<file path="src/rtl/iob_vexriscv_dbus_bridge_pkg.sv">
// Shared types for the VexRiscv dBus to IOb bridge: access size and FSM state encodings,
// plus the alignment rule used by the lane logic.
package iob_vexriscv_dbus_bridge_pkg;

  localparam int unsigned LANE_W    = 8;
  localparam int unsigned NUM_LANES = 4;

  typedef enum logic [1:0] {
    SIZE_BYTE = 2'd0,
    SIZE_HALF = 2'd1,
    SIZE_WORD = 2'd2,
    SIZE_ILL  = 2'd3
  } size_e;

  typedef enum logic [1:0] {
    ST_IDLE = 2'd0,
    ST_BUSY = 2'd1,
    ST_RESP = 2'd2
  } state_e;

  // Size 3 is always illegal; halves need an even address, words a 4-byte aligned one.
  function automatic logic is_misaligned(input size_e size, input logic [1:0] addr_lo);
    logic bad;
    bad = 1'b0;
    case (size)
      SIZE_BYTE: bad = 1'b0;
      SIZE_HALF: bad = addr_lo[0];
      SIZE_WORD: bad = (addr_lo != 2'b00);
      default:   bad = 1'b1;
    endcase
    return bad;
  endfunction

endpackage

</file>
<file path="src/rtl/iob_vexriscv_dbus_bridge_lane.sv">
// Combinational byte-lane logic: strobes, write-data replication and the misalignment flag
// derived from the command's size, low address bits and right-aligned data.
module iob_vexriscv_dbus_bridge_lane
  import iob_vexriscv_dbus_bridge_pkg::*;
(
  input  logic        wr_i,
  input  logic [1:0]  size_i,
  input  logic [1:0]  addr_lo_i,
  input  logic [31:0] data_i,
  output logic [3:0]  wstrb_o,
  output logic [31:0] wdata_o,
  output logic        misaligned_o
);

  size_e size;
  assign size = size_e'(size_i);

  assign misaligned_o = is_misaligned(size, addr_lo_i);

  always_comb begin
    wstrb_o = 4'b0000;
    if (wr_i) begin
      case (size)
        SIZE_BYTE: wstrb_o = 4'b0001 << addr_lo_i;
        SIZE_HALF: wstrb_o = 4'b0011 << {addr_lo_i[1], 1'b0};
        SIZE_WORD: wstrb_o = 4'b1111;
        default:   wstrb_o = 4'b0000;
      endcase
    end
  end

  // Each lane picks its source byte so the slave sees the data under whichever strobe is set.
  genvar gi;
  generate
    for (gi = 0; gi < NUM_LANES; gi++) begin : g_lane
      always_comb begin
        case (size)
          SIZE_BYTE: wdata_o[gi*LANE_W +: LANE_W] = data_i[0 +: LANE_W];
          SIZE_HALF: wdata_o[gi*LANE_W +: LANE_W] = data_i[(gi % 2)*LANE_W +: LANE_W];
          default:   wdata_o[gi*LANE_W +: LANE_W] = data_i[gi*LANE_W +: LANE_W];
        endcase
      end
    end
  endgenerate

endmodule

</file>
<file path="src/rtl/iob_vexriscv_dbus_bridge.sv">
// VexRiscv simple dBus to IOb native bus bridge with one outstanding access,
// misalignment rejection, a per-access timeout and a sticky write-error flag.
module iob_vexriscv_dbus_bridge
  import iob_vexriscv_dbus_bridge_pkg::*;
#(
  parameter int ADDR_W    = 32,
  parameter int DATA_W    = 32,
  parameter int TIMEOUT_W = 8
) (
  input  logic                clk,
  input  logic                rst,
  input  logic                dbus_cmd_valid,
  output logic                dbus_cmd_ready,
  input  logic                dbus_cmd_wr,
  input  logic [1:0]          dbus_cmd_size,
  input  logic [ADDR_W-1:0]   dbus_cmd_addr,
  input  logic [DATA_W-1:0]   dbus_cmd_data,
  output logic                dbus_rsp_ready,
  output logic                dbus_rsp_error,
  output logic [DATA_W-1:0]   dbus_rsp_data,
  output logic                m_valid,
  output logic [ADDR_W-1:0]   m_address,
  output logic [DATA_W-1:0]   m_wdata,
  output logic [DATA_W/8-1:0] m_wstrb,
  input  logic                m_ready,
  input  logic [DATA_W-1:0]   m_rdata,
  output logic                err_sticky
);

  // Last count value before the 2**TIMEOUT_W-1 limit; seeing it without m_ready aborts.
  localparam logic [TIMEOUT_W-1:0] TMO_LAST = {{(TIMEOUT_W-1){1'b1}}, 1'b0};

  state_e                state_q;
  logic                  cmd_ready_q;
  logic                  wr_q;
  logic                  m_valid_q;
  logic [ADDR_W-1:0]     m_address_q;
  logic [DATA_W-1:0]     m_wdata_q;
  logic [DATA_W/8-1:0]   m_wstrb_q;
  logic [TIMEOUT_W-1:0]  tmo_q;
  logic [TIMEOUT_W-1:0]  tmo_d;
  logic                  rsp_ready_q;
  logic                  rsp_error_q;
  logic [DATA_W-1:0]     rsp_data_q;
  logic                  err_sticky_q;

  logic [3:0]            lane_wstrb;
  logic [31:0]           lane_wdata;
  logic                  lane_misaligned;
  logic                  cmd_fire;

  iob_vexriscv_dbus_bridge_lane u_lane (
    .wr_i         (dbus_cmd_wr),
    .size_i       (dbus_cmd_size),
    .addr_lo_i    (dbus_cmd_addr[1:0]),
    .data_i       (dbus_cmd_data),
    .wstrb_o      (lane_wstrb),
    .wdata_o      (lane_wdata),
    .misaligned_o (lane_misaligned)
  );

  assign cmd_fire = dbus_cmd_valid && cmd_ready_q;
  assign tmo_d    = tmo_q + 1'b1;

  always_ff @(posedge clk) begin
    if (rst) begin
      state_q      <= ST_IDLE;
      cmd_ready_q  <= 1'b1;
      wr_q         <= 1'b0;
      m_valid_q    <= 1'b0;
      m_address_q  <= '0;
      m_wdata_q    <= '0;
      m_wstrb_q    <= '0;
      tmo_q        <= '0;
      rsp_ready_q  <= 1'b0;
      rsp_error_q  <= 1'b0;
      rsp_data_q   <= '0;
      err_sticky_q <= 1'b0;
    end else begin
      rsp_ready_q <= 1'b0;
      case (state_q)
        ST_IDLE: begin
          if (cmd_fire) begin
            wr_q        <= dbus_cmd_wr;
            cmd_ready_q <= 1'b0;
            tmo_q       <= '0;
            if (lane_misaligned) begin
              // Rejected before reaching the bus; only reads get a response pulse.
              state_q     <= ST_RESP;
              rsp_ready_q <= !dbus_cmd_wr;
              rsp_error_q <= 1'b1;
              rsp_data_q  <= '0;
              if (dbus_cmd_wr) err_sticky_q <= 1'b1;
            end else begin
              state_q     <= ST_BUSY;
              m_valid_q   <= 1'b1;
              m_address_q <= {dbus_cmd_addr[ADDR_W-1:2], 2'b00};
              m_wdata_q   <= lane_wdata;
              m_wstrb_q   <= lane_wstrb;
            end
          end
        end
        ST_BUSY: begin
          if (m_ready) begin
            m_valid_q <= 1'b0;
            if (wr_q) begin
              state_q     <= ST_IDLE;
              cmd_ready_q <= 1'b1;
            end else begin
              state_q     <= ST_RESP;
              rsp_ready_q <= 1'b1;
              rsp_error_q <= 1'b0;
              rsp_data_q  <= m_rdata;
            end
          end else if (tmo_q == TMO_LAST) begin
            m_valid_q   <= 1'b0;
            state_q     <= ST_RESP;
            rsp_ready_q <= !wr_q;
            rsp_error_q <= 1'b1;
            rsp_data_q  <= '0;
            if (wr_q) err_sticky_q <= 1'b1;
          end else begin
            tmo_q <= tmo_d;
          end
        end
        ST_RESP: begin
          state_q     <= ST_IDLE;
          cmd_ready_q <= 1'b1;
          rsp_error_q <= 1'b0;
          rsp_data_q  <= '0;
        end
        default: begin
          state_q     <= ST_IDLE;
          cmd_ready_q <= 1'b1;
          m_valid_q   <= 1'b0;
        end
      endcase
    end
  end

  assign dbus_cmd_ready = cmd_ready_q;
  assign dbus_rsp_ready = rsp_ready_q;
  assign dbus_rsp_error = rsp_error_q;
  assign dbus_rsp_data  = rsp_data_q;
  assign m_valid        = m_valid_q;
  assign m_address      = m_address_q;
  assign m_wdata        = m_wdata_q;
  assign m_wstrb        = m_wstrb_q;
  assign err_sticky     = err_sticky_q;

endmodule

</file>
<file path="config.mk">
export PLATFORM = sky130hd
export DESIGN_NAME = iob_vexriscv_dbus_bridge
export DESIGN_NICKNAME = d
export VERILOG_FILES = /design/src/rtl/iob_vexriscv_dbus_bridge_pkg.sv /design/src/rtl/iob_vexriscv_dbus_bridge_lane.sv /design/src/rtl/iob_vexriscv_dbus_bridge.sv
export SDC_FILE = /design/constraint.sdc
export NUM_CORES = 1
export LEC_CHECK = 0
export BUFFER_PORTS_ARGS = -buffer_cell sky130_fd_sc_hd__buf_2
export CAP_MARGIN = 0
export CELL_PAD_IN_SITES_DETAIL_PLACEMENT = 1
export CELL_PAD_IN_SITES_GLOBAL_PLACEMENT = 2
export CORE_ASPECT_RATIO = 1.75
export CORE_MARGIN = 1
export CORE_UTILIZATION = 28
export CTS_CLUSTER_DIAMETER = 50
export DETAILED_ROUTE_END_ITERATION = 8
export GPL_TIMING_DRIVEN = 1
export PLACE_DENSITY_LB_ADDON = 0.1
export SLEW_MARGIN = 40
export SYNTH_ARGS = -nofsm -noshare
export SYNTH_HDL_FRONTEND = slang
export SYNTH_SLANG_ARGS = --single-unit
export TNS_END_PERCENT = 20
</file>
<file path="constraint.sdc">
create_clock -name clk -period 3.03 [get_ports clk]
set_clock_uncertainty 0.1 [all_clocks]
set_input_delay 0.303 -clock clk [delete_from_list [all_inputs] [get_ports clk]]
set_output_delay 0.303 -clock clk [all_outputs]
set_load 0.01 [all_outputs]
</file>
==> impl_metrics.yaml <==
drt:
  remaining_design_rule_violation_count: 0
  vias_per_cell: 4.702
  total_wirelength_of_the_detailed_routed_design_um: 16660
  num_vias: 4824
  final_routed_wire_length_divided_by_cell_count_um: 16.24
  detail_route.iter0.violations: 80
  drtPass1Iterations: 4
  postRouteAntennaNets: 0
sta:
  final_number_of_hold_violating_endpoints: 0
  final.period_utilization_pct: 77.68
  tightest_slew_ps: 635.3
  final_setup_slack_of_the_worst_path_ps: 676.2
  fin_tns_setup_ps: 0
  setup_viol_count_final: 0
  worst_slew_margin_rel_pct: 57.49
  timing.fmax_mhz: 424.9
  final_report_max_slew_violation_count: 0
  grt_setup_unrepaired: "false"
  hold_ws_ps: 30.55
  fin_crit_ps: 2354
global_routing:
  global_routing_s_busiest_layer: "met2"
  antenna_found_initial: 1
  global_route_wire_length_before_repair_um: 26010
  grt_util_met3_pct: 4.976
  met2_usage_pct: 36.28
  grt.met1_usage_pct: 18.13
  grt_remaining_overflow: 0
  vias_in_the_first_global_route: 5231
  grt_max_degree: 39
  globalRouteTotalUtil_pct: 18.82
logic_synthesis:
  yosys.area.top_type_share_pct: 45.88
  synth_enable_flop_cells: 0
  synth.cell_area_um2: 4975
  synth_top_cells_by_area: "dfxtp_1 (46%), nand2_1 (12%), mux2i_1 (9.9%), a21oi_1 (6.2%), o21ai_0 (2.5%)"
  ffs_w_async_s_r_synth_pct: 0
  ys_seq_elements: 114
  post_synth_inst_count: 589
  postSynth.topFlopCell: "dfxtp_1"
  synthDominantAreaCellType: "dfxtp_1"
  synth_warnings: 0
  yosysSeqAreaShare_pct: 45.88
  synth_cell_type_count: 55
  syn-mean-instance-area_um2: 8.446
clock_network:
  clockBufferDepth: 2
  postCtsResizedCells: 0
  tritoncts: "built"
  clkLatencyLatePin_ps: 410
  cts_setup_buffers: 0
  holdBufCountCts: 0
  cts_sinks: 114
  cts_buf_count: 17
  root_buffer: "clkbuf_16"
  clkSlewWorstSetupHoldPaths_ps: 60
  cts-htree-levels: 4
min_path:
  min_path_type: "primary input to register"
  whs_path_depth: 3
  whs_endpoint: "m_address[20]"
  min_delay_startpoint: "dbus_cmd_addr[20]"
setup_path:
  regToRegStartpoint: "state_q[0]"
  setup.worst_path.end_class: "register"
  timing.critical_path.fanout_max: 35
  start_kind: "register"
  r2r-end: "m_wdata[14]"
  reg2regPathDepth: 7
  ff2ff_setup_slack_ps: 680
  timing.critical_path.arrival_ps: 2560
  timing.critical_path.required_ps: 3240
  worst-setup-path-type: "register to register"
finish:
  post_layout_inst_area_um2: 6815
  post-route-util_pct: 39.04
  final_nets: 891
  layout.cells.non_filler: 1026
  layout-area-overhead-vs-synth_pct: 37.00
  filler_cell_count: 2181
  final_layout_size_suffix_gt1_share_pct: 33.00
  mostFrequentLayoutCell: "buf_2"
  layout_common_cells: "buf_2 (204), nand2_1 (161), dfxtp_1 (114), a21oi_1 (62), mux2i_1 (49)"
floorplan:
  die_span_x_um: 102.8
  placeableCoreArea_um2: 17460
  die_height_um: 178.3
  row_count: 64
  initial_utilization_pct: 28.50
  io_pins: 208
  die_outline_area_um2: 18330
placed_design:
  dpl.hpwl_um: 12560
  placed_standard_cell_area_um2: 6188
  io_buffer_count: 205
  globalplace.congestion: 0.7508
  dp_cells: 995
  dp_worst_setup_slack_ps: 690.3
power_and_ir_drop:
  report.power.total_mw: 4.539
  power_density_normalized_to_cell_area_nw_per_um2: 666.0
  max-vdd-ir-drop_uv: 299.1
  power_leakage_nw: 3.087
run_status:
  outcome: "finished, final reports clean"
job:
  max_cap_violations: 0
## how the worst max path moves through the flow
| stage | from | endpoint | slack, ps |
|---|---|---|---|
| floorplan | state_q[0] | tmo_q[4] | 1170 |
| global placement | state_q[0] | m_wdata[18] | 790 |
| detailed placement | state_q[0] | m_wdata[16] | 690 |
| CTS | state_q[0] | m_wdata[14] | 670 |
| global route | state_q[0] | m_wdata[19] | 410 |
| finish | state_q[0] | m_wdata[14] | 680 |
## kinds of logic after synthesis
kind of cell	count (synthesis)	synth area share, %
AOI/OAI and AO/OA	127	15.49
adders and majority gates	5	1.258
buffers and inverters	53	5.307
DFF	114	45.88
muxes	49	9.859
other	1	0.07538
and+or+nand+nor	240	22.13
## area by class of cell
cell class / count / area (µm²) / area share (%)
Multi-Input combinational cell: 423 / 2452 / 35.98
Inverter: 11 / 41.29 / 0.6058
Clock buffer: 20 / 466.7 / 6.848
Antenna cell: 1 / 2.502 / 0.03672
Timing Repair Buffer: 216 / 1124 / 16.49
Sequential cell: 114 / 2282 / 33.49
Tap cell: 231 / 289.0 / 4.241
Clock inverter: 10 / 157.7 / 2.313
## cell usage after synthesis (3+ instances only)
master	instances
o21ai_0	25
a211oi_1	10
buf_2	9
nand4_4	3
nor3_1	4
dfxtp_1	114
clkbuf_1	21
nor2_1	26
o211ai_1	3
buf_4	4
nand2b_1	19
ha_1	5
o21a_1	3
a21oi_1	62
a311oi_1	8
nand3_1	4
inv_1	10
buf_6	5
mux2i_1	49
nand2_1	161
or2_2	3
## metal layers
metal	wire (µm)	up-vias
li1	-	2397
met1	6098	2252
met2	9196	154
met3	950	21
met4	416	0
met5	0	-
## power breakdown
group | total (mW) | leakage [nW] | switching (mW) | internal [mW]
sequential | 1.64 | 0.925 | 0.0472 | 1.59
clock | 2.14 | 0.300 | 0.709 | 1.43
combinational | 0.766 | 1.86 | 0.450 | 0.316
total | 4.54 | 3.09 | 1.21 | 3.33
## critical path, stage by stage (launching register included)
cell and delay [ps]:
dfxtp_1 310, inv_1 90, ha_1 350, nand3_1 240, o21ba_4 590, buf_12 250
nor2_1 60, a311oi_1 240
## registers in the layout, indices dropped and copies added, names as in the netlist, 2 cells and up
register	cells
m_wstrb	4
m_wdata	32
m_address	30
dbus_rsp_data	32
state_q	2
tmo_q	8
No activity file was read; power rests on OpenSTA's default activity.
